==> config.mk <==
export PLATFORM = sky130hd
export DESIGN_NAME = qspi_stream_arbiter
export DESIGN_NICKNAME = d
export VERILOG_FILES = /design/src/rtl/qspi_stream_arbiter.sv
export SDC_FILE = /design/constraint.sdc
export NUM_CORES = 1
export LEC_CHECK = 0
export ABC_CLOCK_PERIOD_IN_PS = 5000
export CORE_ASPECT_RATIO = 2
export CORE_MARGIN = 3
export CORE_UTILIZATION = 50
export DETAILED_ROUTE_END_ITERATION = 8
export HOLD_SLACK_MARGIN = 0.06
export PLACE_DENSITY_LB_ADDON = 0.25
export SLEW_MARGIN = 10
export SYNTH_ARGS = -nofsm -noshare
export SYNTH_HDL_FRONTEND = slang
export SYNTH_SLANG_ARGS = --single-unit
==> constraint.sdc <==
create_clock -name clk -period 5 [get_ports clk]
set_input_delay 1.5 -clock clk [delete_from_list [all_inputs] [get_ports clk]]
set_output_delay 1.5 -clock clk [all_outputs]
set_load 0.02 [all_outputs]
==> src/rtl/qspi_stream_arbiter.sv <==
// Two-requester arbiter for a shared QSPI continuous-read controller.
// Optional stats ports: define QSPI_ARB_STATS_EN.
module qspi_stream_arbiter #(
  parameter int ADDR_BITS = 24
) (
  input  logic                 clk,
  input  logic                 rst,
  input  logic                 req0_start,
  input  logic [ADDR_BITS-2:0] req0_addr,
  input  logic                 req0_next,
  input  logic                 req0_stop,
  output logic                 req0_ready,
  input  logic                 req1_start,
  input  logic [ADDR_BITS-2:0] req1_addr,
  input  logic                 req1_next,
  input  logic                 req1_stop,
  output logic                 req1_ready,
  output logic [15:0]          rd_data,
  output logic                 spi_start_read,
  output logic                 spi_continue_read,
  output logic                 spi_stop_read,
  output logic [ADDR_BITS-1:0] spi_addr,
  input  logic                 spi_busy,
  input  logic [15:0]          spi_data
`ifdef QSPI_ARB_STATS_EN
  ,
  output logic [15:0]          preempt_count,
  output logic                 req1_starved
`endif
);

  localparam int PW = ADDR_BITS - 1;
  localparam logic [PW-1:0] P_ONE = {{(PW-1){1'b0}}, 1'b1};

  typedef enum logic [1:0] {
    S_IDLE,
    S_G0,
    S_G1,
    S_STOP
  } state_t;

  state_t        r_state;
  state_t        w_state_nxt;
  logic          r_active0;
  logic          r_active1;
  logic          r_grant;
  logic          r_started;
  logic [PW-1:0] r_ptr0;
  logic [PW-1:0] r_ptr1;
  logic          r_start;
  logic          r_cont;
  logic          r_stop;

  logic w_start;
  logic w_cont;
  logic w_stop;
  logic w_strobe;
  logic w_ready0;
  logic w_ready1;
  logic w_grant_nxt;
  logic w_inc0;
  logic w_inc1;
  logic w_preempt;

  assign w_strobe = r_start | r_cont | r_stop;
  assign w_ready0 = (r_state == S_G0) && r_started
                    && !spi_busy && !w_strobe;
  assign w_ready1 = (r_state == S_G1) && r_started
                    && !spi_busy && !w_strobe;

  always_comb begin
    w_state_nxt = r_state;
    w_start     = 1'b0;
    w_cont      = 1'b0;
    w_stop      = 1'b0;
    w_grant_nxt = r_grant;
    w_inc0      = 1'b0;
    w_inc1      = 1'b0;
    w_preempt   = 1'b0;
    unique case (r_state)
      S_IDLE: begin
        // hold off one cycle after a stop strobe
        if (!r_stop) begin
          if (r_active0 || req0_start) begin
            w_start     = 1'b1;
            w_grant_nxt = 1'b0;
            w_state_nxt = S_G0;
          end else if (r_active1 || req1_start) begin
            w_start     = 1'b1;
            w_grant_nxt = 1'b1;
            w_state_nxt = S_G1;
          end
        end
      end
      S_G0: begin
        if (req0_stop || req0_start || !r_active0) begin
          w_state_nxt = S_STOP;
        end else if (req0_next && w_ready0) begin
          w_cont = 1'b1;
          w_inc0 = 1'b1;
        end
      end
      S_G1: begin
        if (req1_stop || req1_start || !r_active1) begin
          w_state_nxt = S_STOP;
        end else if (r_active0 || req0_start) begin
          // a halfword consumed on the preempting cycle still counts
          w_state_nxt = S_STOP;
          w_preempt   = 1'b1;
          w_inc1      = req1_next && w_ready1;
        end else if (req1_next && w_ready1) begin
          w_cont = 1'b1;
          w_inc1 = 1'b1;
        end
      end
      S_STOP: begin
        if (!spi_busy) begin
          w_stop      = 1'b1;
          w_state_nxt = S_IDLE;
        end
      end
      default: w_state_nxt = S_IDLE;
    endcase
  end

  always_ff @(posedge clk) begin
    if (rst) r_state <= S_IDLE;
    else     r_state <= w_state_nxt;
  end

  always_ff @(posedge clk) begin
    if (rst) begin
      r_active0 <= 1'b0;
      r_active1 <= 1'b0;
      r_ptr0    <= '0;
      r_ptr1    <= '0;
      r_grant   <= 1'b0;
      r_started <= 1'b0;
      r_start   <= 1'b0;
      r_cont    <= 1'b0;
      r_stop    <= 1'b0;
    end else begin
      r_start <= w_start;
      r_cont  <= w_cont;
      r_stop  <= w_stop;
      r_grant <= w_grant_nxt;
      if (w_start)     r_started <= 1'b1;
      else if (w_stop) r_started <= 1'b0;
      if (req0_start) begin
        r_active0 <= 1'b1;
        r_ptr0    <= req0_addr;
      end else begin
        if (req0_stop) r_active0 <= 1'b0;
        if (w_inc0)    r_ptr0    <= r_ptr0 + P_ONE;
      end
      if (req1_start) begin
        r_active1 <= 1'b1;
        r_ptr1    <= req1_addr;
      end else begin
        if (req1_stop) r_active1 <= 1'b0;
        if (w_inc1)    r_ptr1    <= r_ptr1 + P_ONE;
      end
    end
  end

  assign req0_ready        = w_ready0;
  assign req1_ready        = w_ready1;
  assign rd_data           = spi_data;
  assign spi_start_read    = r_start;
  assign spi_continue_read = r_cont;
  assign spi_stop_read     = r_stop;
  assign spi_addr          = {(r_grant ? r_ptr1 : r_ptr0), 1'b0};

`ifdef QSPI_ARB_STATS_EN
  logic [15:0] r_preempt_cnt;
  logic [15:0] r_starve_cnt;

  always_ff @(posedge clk) begin
    if (rst) begin
      r_preempt_cnt <= '0;
      r_starve_cnt  <= '0;
    end else begin
      if (w_preempt && r_preempt_cnt != 16'hFFFF)
        r_preempt_cnt <= r_preempt_cnt + 16'd1;
      if (r_state == S_G1 || !r_active1)
        r_starve_cnt <= '0;
      else if (r_starve_cnt != 16'hFFFF)
        r_starve_cnt <= r_starve_cnt + 16'd1;
    end
  end

  assign preempt_count = r_preempt_cnt;
  assign req1_starved  = (r_starve_cnt == 16'hFFFF);
`endif

endmodule

## Word level (Yosys, flattened, before mapping)

Cells that the tools add are included.

| storage, ports and cells | value |
|---|---|
| output and inout port bits | 45 |
| RAM bits | 0 |
| memory bits (read-only) | 0 |
| memories kept | 0 |
| word-level logic and storage cells | 87 |
| latch bits | 0 |
| flip-flop bits (word level) | 55 |
| input bits | 71 |

| operators by class | value |
|---|---|
| shift operators | 0 |
| bitwise gates (word level) | 3 |
| muxes and demuxes | 37 |
| $lt $le $gt $ge | 0 |
| multipliers | 0 |
| eq/ne operators | 8 |
| div/mod/pow operators | 0 |
| reduce and logical (&&, ||, !) cells | 27 |
| add/subtract/negate cells | 2 |

Operators with widths:

| operator | number |
|---|---|
| 23-bit 2-to-1 mux | 5 |
| 23-bit by 1-bit adder with 23-bit output (second input constant) | 2 |
| 1-bit 2-to-1 mux | 23 |
| 2-bit 2-to-1 mux | 7 |
| 2-bit nonzero test | 6 |
| 1-bit logical AND | 8 |
| 2-bit case mux with 4 select lines | 1 |
| 1-bit logical OR | 6 |
| 5-bit AND reduction | 1 |
| 2-bit == test (second input constant) | 2 |
| 1-bit logical NOT | 4 |
| 2-bit != test (second input constant) | 2 |
| 3-bit by 1-bit != test with 1-bit output (second input constant) | 1 |
| 3-bit != test (second input constant) | 1 |
| 3-bit AND reduction | 1 |
| 2-bit by 1-bit == test with 1-bit output (second input constant) | 1 |
| 2-bit logical NOT | 1 |
| 2-bit by 1-bit != test with 1-bit output (second input constant) | 1 |
| 1-bit bitwise OR | 2 |
| 1-bit case mux with 2 select lines | 1 |
| 1-bit NOT | 1 |

## Logic depth before layout (Yosys ltp)

| depth | value |
|---|---|
| depth in word-level cells | 11 |
| mapped depth | 9 |
| gate-level depth less buffers | 7 |

## Worst setup path after synthesis

No wires, ideal clock.

| timing path | value |
|---|---|
| kind | input-to-output |
| from | input spi_busy |
| to | output req0_ready |
| slack | 1.402 ns |
| cell stages on the path | 2 |
| required time | 3.500 ns |
| data arrival time | 2.098 ns |
| cell sequence | nor4_4 and3_1 |

| on the way | value |
|---|---|
| word-level cells in the longest chain between the ends | 3 |

Ends and longest elaborated chain:

| what | line | source |
|---|---|---|
| start, declared | 23 | `input logic spi_busy,` |
| 1-bit logical NOT | -- |  |
| 1-bit logical AND (2 in a row) | 67 | `&& !spi_busy && !w_strobe;` |
| end, declared | 12 | `output logic req0_ready,` |

Every way passes these cells.

## Worst setup path after layout

Ends and elaborated chain as after synthesis.

==> metrics <==
H-Tree Depth 2; top_reg_cell synth dfxtp_1; layout net count 587; Tightest Pin Transition 1070 ps; Synth area leader dfxtp_1; Max-slew headroom 0.285; Cells after Synth 459; CP Launch Point spi_busy; CP required 3500 ps; Reg-to-Reg Start r_state[1]$_SDFFE_PP0P_; Final Hold Viols 0; worst skew pair latency 300 ps; Mean Syn Cell Area 7.82 um2; Leak 0.00164 uW; Reg2Reg Depth 8; # fillers 624; Overall Power 1370 uW; TritonCTS buffer count 5; fmax 212 MHz; # rows 43; Crit path largest cell delay 600 ps; routed via count 3608; post-CTS setup buffers 0; GRT Total Usage 0.237; HP Class reg -> reg; Power Density 306 nW/um2; minimum clock period after layout 4720 ps; drc violations 0; proportion of layout cells with a drive suffix above 1 0.0763; max-cap viol count 0; status completed; Period Utilization, post-route 0.945; Synth async-reset ratio 0; CTS tree built; Post-synth EDFFs 0; Reg clk slew, reported paths 70 ps; Synth top area share 0.307; Worst path most repeated cell clkdlybuf4s50_1; Worst Setup Start Kind primary input; global route overflow 0; Synth-to-Final Area Change 25.1%; Final Non-Filler Cells 601; largest net degree at the start of global routing 57; Clock Sinks 55; Slew Limit Fails 0; depth of the worst hold-timing path 2; clk buf depth 2; RSZ-0062 raised after global routing false; CTS resizes 0; Core Area 6940 um2; Vias/cell 6.00; vias in the first global route 3307; setup TNS 0 ps; GP Congestion 0.881; r2r setup slk 2710 ps; DIE AREA 8300 um2; CP Capture Type output port; Hold-fix buffers, CTS 0; synthesized flop and latch total 55; DR iter-0 viols 321; DP Cell Count 593; initial antenna violation count 0; largest cells by area after synthesis dfxtp_1 31%, mux2_2 6.3%, a21oi_1 5.3%; crit path capture req0_ready; Worst Setup Path Type in -> out; crit-path cells clkdlybuf4s50_1, nor4_4, and3_1, clkdlybuf4s50_1; r2r endpoint r_ptr0[9]$_SDFFE_PP0P_; post-route antenna net violation count 0; Distinct cells, synth 56; slowest CP cell clkdlybuf4s50_1; drt first pass iters 6; io pins 116; Yosys warning total 0; die height 126 um; Synth Cell Area 3590 um2; Seq/Total Area, Yosys 0.307; wire length per cell 16.4 um; final wirelength 9.84 mm; Peak VDD IR 0.239 mV; Die X 65.9 um; syn nets 536; clock skew 3.01 ps; initial core utilization 0.517; CP Max Fanout 5; Root Driver clkbuf_16; Diodes inserted 0; setup violators final 0; first-pass GRT wire length 15.7 mm; CP arrival 3220 ps; PortBufs 82; detailed placement HPWL 7.28 mm; Util after Layout 0.647
==> cells in the final DEF (no fill, tap or decap), drive strengths merged, types with 16 or more instances in the layout <==
master,n
a21oi,38
clkdlybuf4s50,81
dfxtp,55
inv,32
mux2,20
nand2,41
nand3,24
nand4,23
nor2,22
o21a,16
xnor2,19
==> registers in the layout, summed over array words and instances (netlist names) <==
name               flops
r_ptr0                23
r_ptr1                23
r_state                2
r_active0              1
r_active1              1
r_grant                1
r_started              1
spi_continue_read      1
spi_start_read         1
spi_stop_read          1
==> power by group <==
group	internal [uW]	leakage (uW)	switching [uW]
Combinational	215	0.00109	188
Clock	249	0.0000868	162
Sequential	480	0.000455	78.7
Total	944	0.00164	429
==> cells in the mapped netlist (all sizes together), types with 2 or more instances <==
| cell type | instances |
|---|---|
| a32oi | 2 |
| inv | 32 |
| nor3 | 11 |
| o311ai | 2 |
| mux2i | 2 |
| nand3 | 24 |
| nor2 | 22 |
| and4 | 7 |
| and2 | 5 |
| a31oi | 13 |
| nand2b | 3 |
| mux2 | 20 |
| a21oi | 38 |
| buf | 20 |
| and3 | 9 |
| or3 | 6 |
| dfxtp | 55 |
| o21a | 16 |
| nor4 | 8 |
| o211ai | 7 |
| a211oi | 4 |
| or4 | 2 |
| a311oi | 2 |
| nand2 | 41 |
| or4b | 2 |
| ha | 6 |
| nand4 | 23 |
| nor2b | 3 |
| xnor2 | 19 |
| clkbuf | 22 |
| o21ai | 13 |
==> stage by stage <==
stage               cell area (um2)  hold slack (ps)  worst slack [ps]
floorplan                      3590              466              1400
global placement               4320              482               317
detailed placement             4320              497               268
CTS                            4490              507               267
global route                   4490              556               212
finish                         4490              503               277
==> layer usage <==
layer / GRT usage / up-vias / share of wire
met5: 0 / - / 0
met1: 0.289 / 1682 / 0.40
met4: 0.114 / 0 / 0.033
met3: 0.0366 / 33 / 0.056
met2: 0.398 / 148 / 0.52
li1: - / 1745 / -
==> cell type report <==
class | instances | area [um2] | share of cell area
clock buffers | 6 | 139 | 0.0309
inverters | 33 | 124 | 0.0276
well taps | 90 | 113 | 0.0251
clock inverters | 2 | 35.0 | 0.00780
flip-flops and latches | 55 | 1100 | 0.245
repair buffers | 86 | 846 | 0.188
multi-input cells | 329 | 2130 | 0.475
==> logic make-up (layout without fill, tap and decap cells) <==
logic type,count (synthesis),count (layout),share of synthesized area
simple gates,172,172,0.263
mux,22,22,0.0683
buf+inv,75,127,0.0993
other cells,1,1,0.00104
fa+ha+maj,6,6,0.0209
compound gates,108,108,0.192
flops,55,55,0.307
xor+xnor,20,20,0.0488
==> worst max-delay path, delay by kind of cell <==
kind,cells,cell delay (ps)
simple gates,2,630
buf+inv,2,1090
==> worst min-delay path by stage <==
stage                              end                    start
2_1_floorplan  r_state[0]$_SDFFE_PP0P_  r_state[0]$_SDFFE_PP0P_
3_3_place_gp   r_state[0]$_SDFFE_PP0P_  r_state[0]$_SDFFE_PP0P_
3_5_place_dp   r_state[0]$_SDFFE_PP0P_  r_state[0]$_SDFFE_PP0P_
4_1_cts        r_state[0]$_SDFFE_PP0P_  r_state[0]$_SDFFE_PP0P_
5_1_grt         r_active0$_SDFFE_PP0P_   r_active0$_SDFFE_PP0P_
6_report       r_state[0]$_SDFFE_PP0P_  r_state[0]$_SDFFE_PP0P_
No activity file was read; power rests on OpenSTA's default activity.
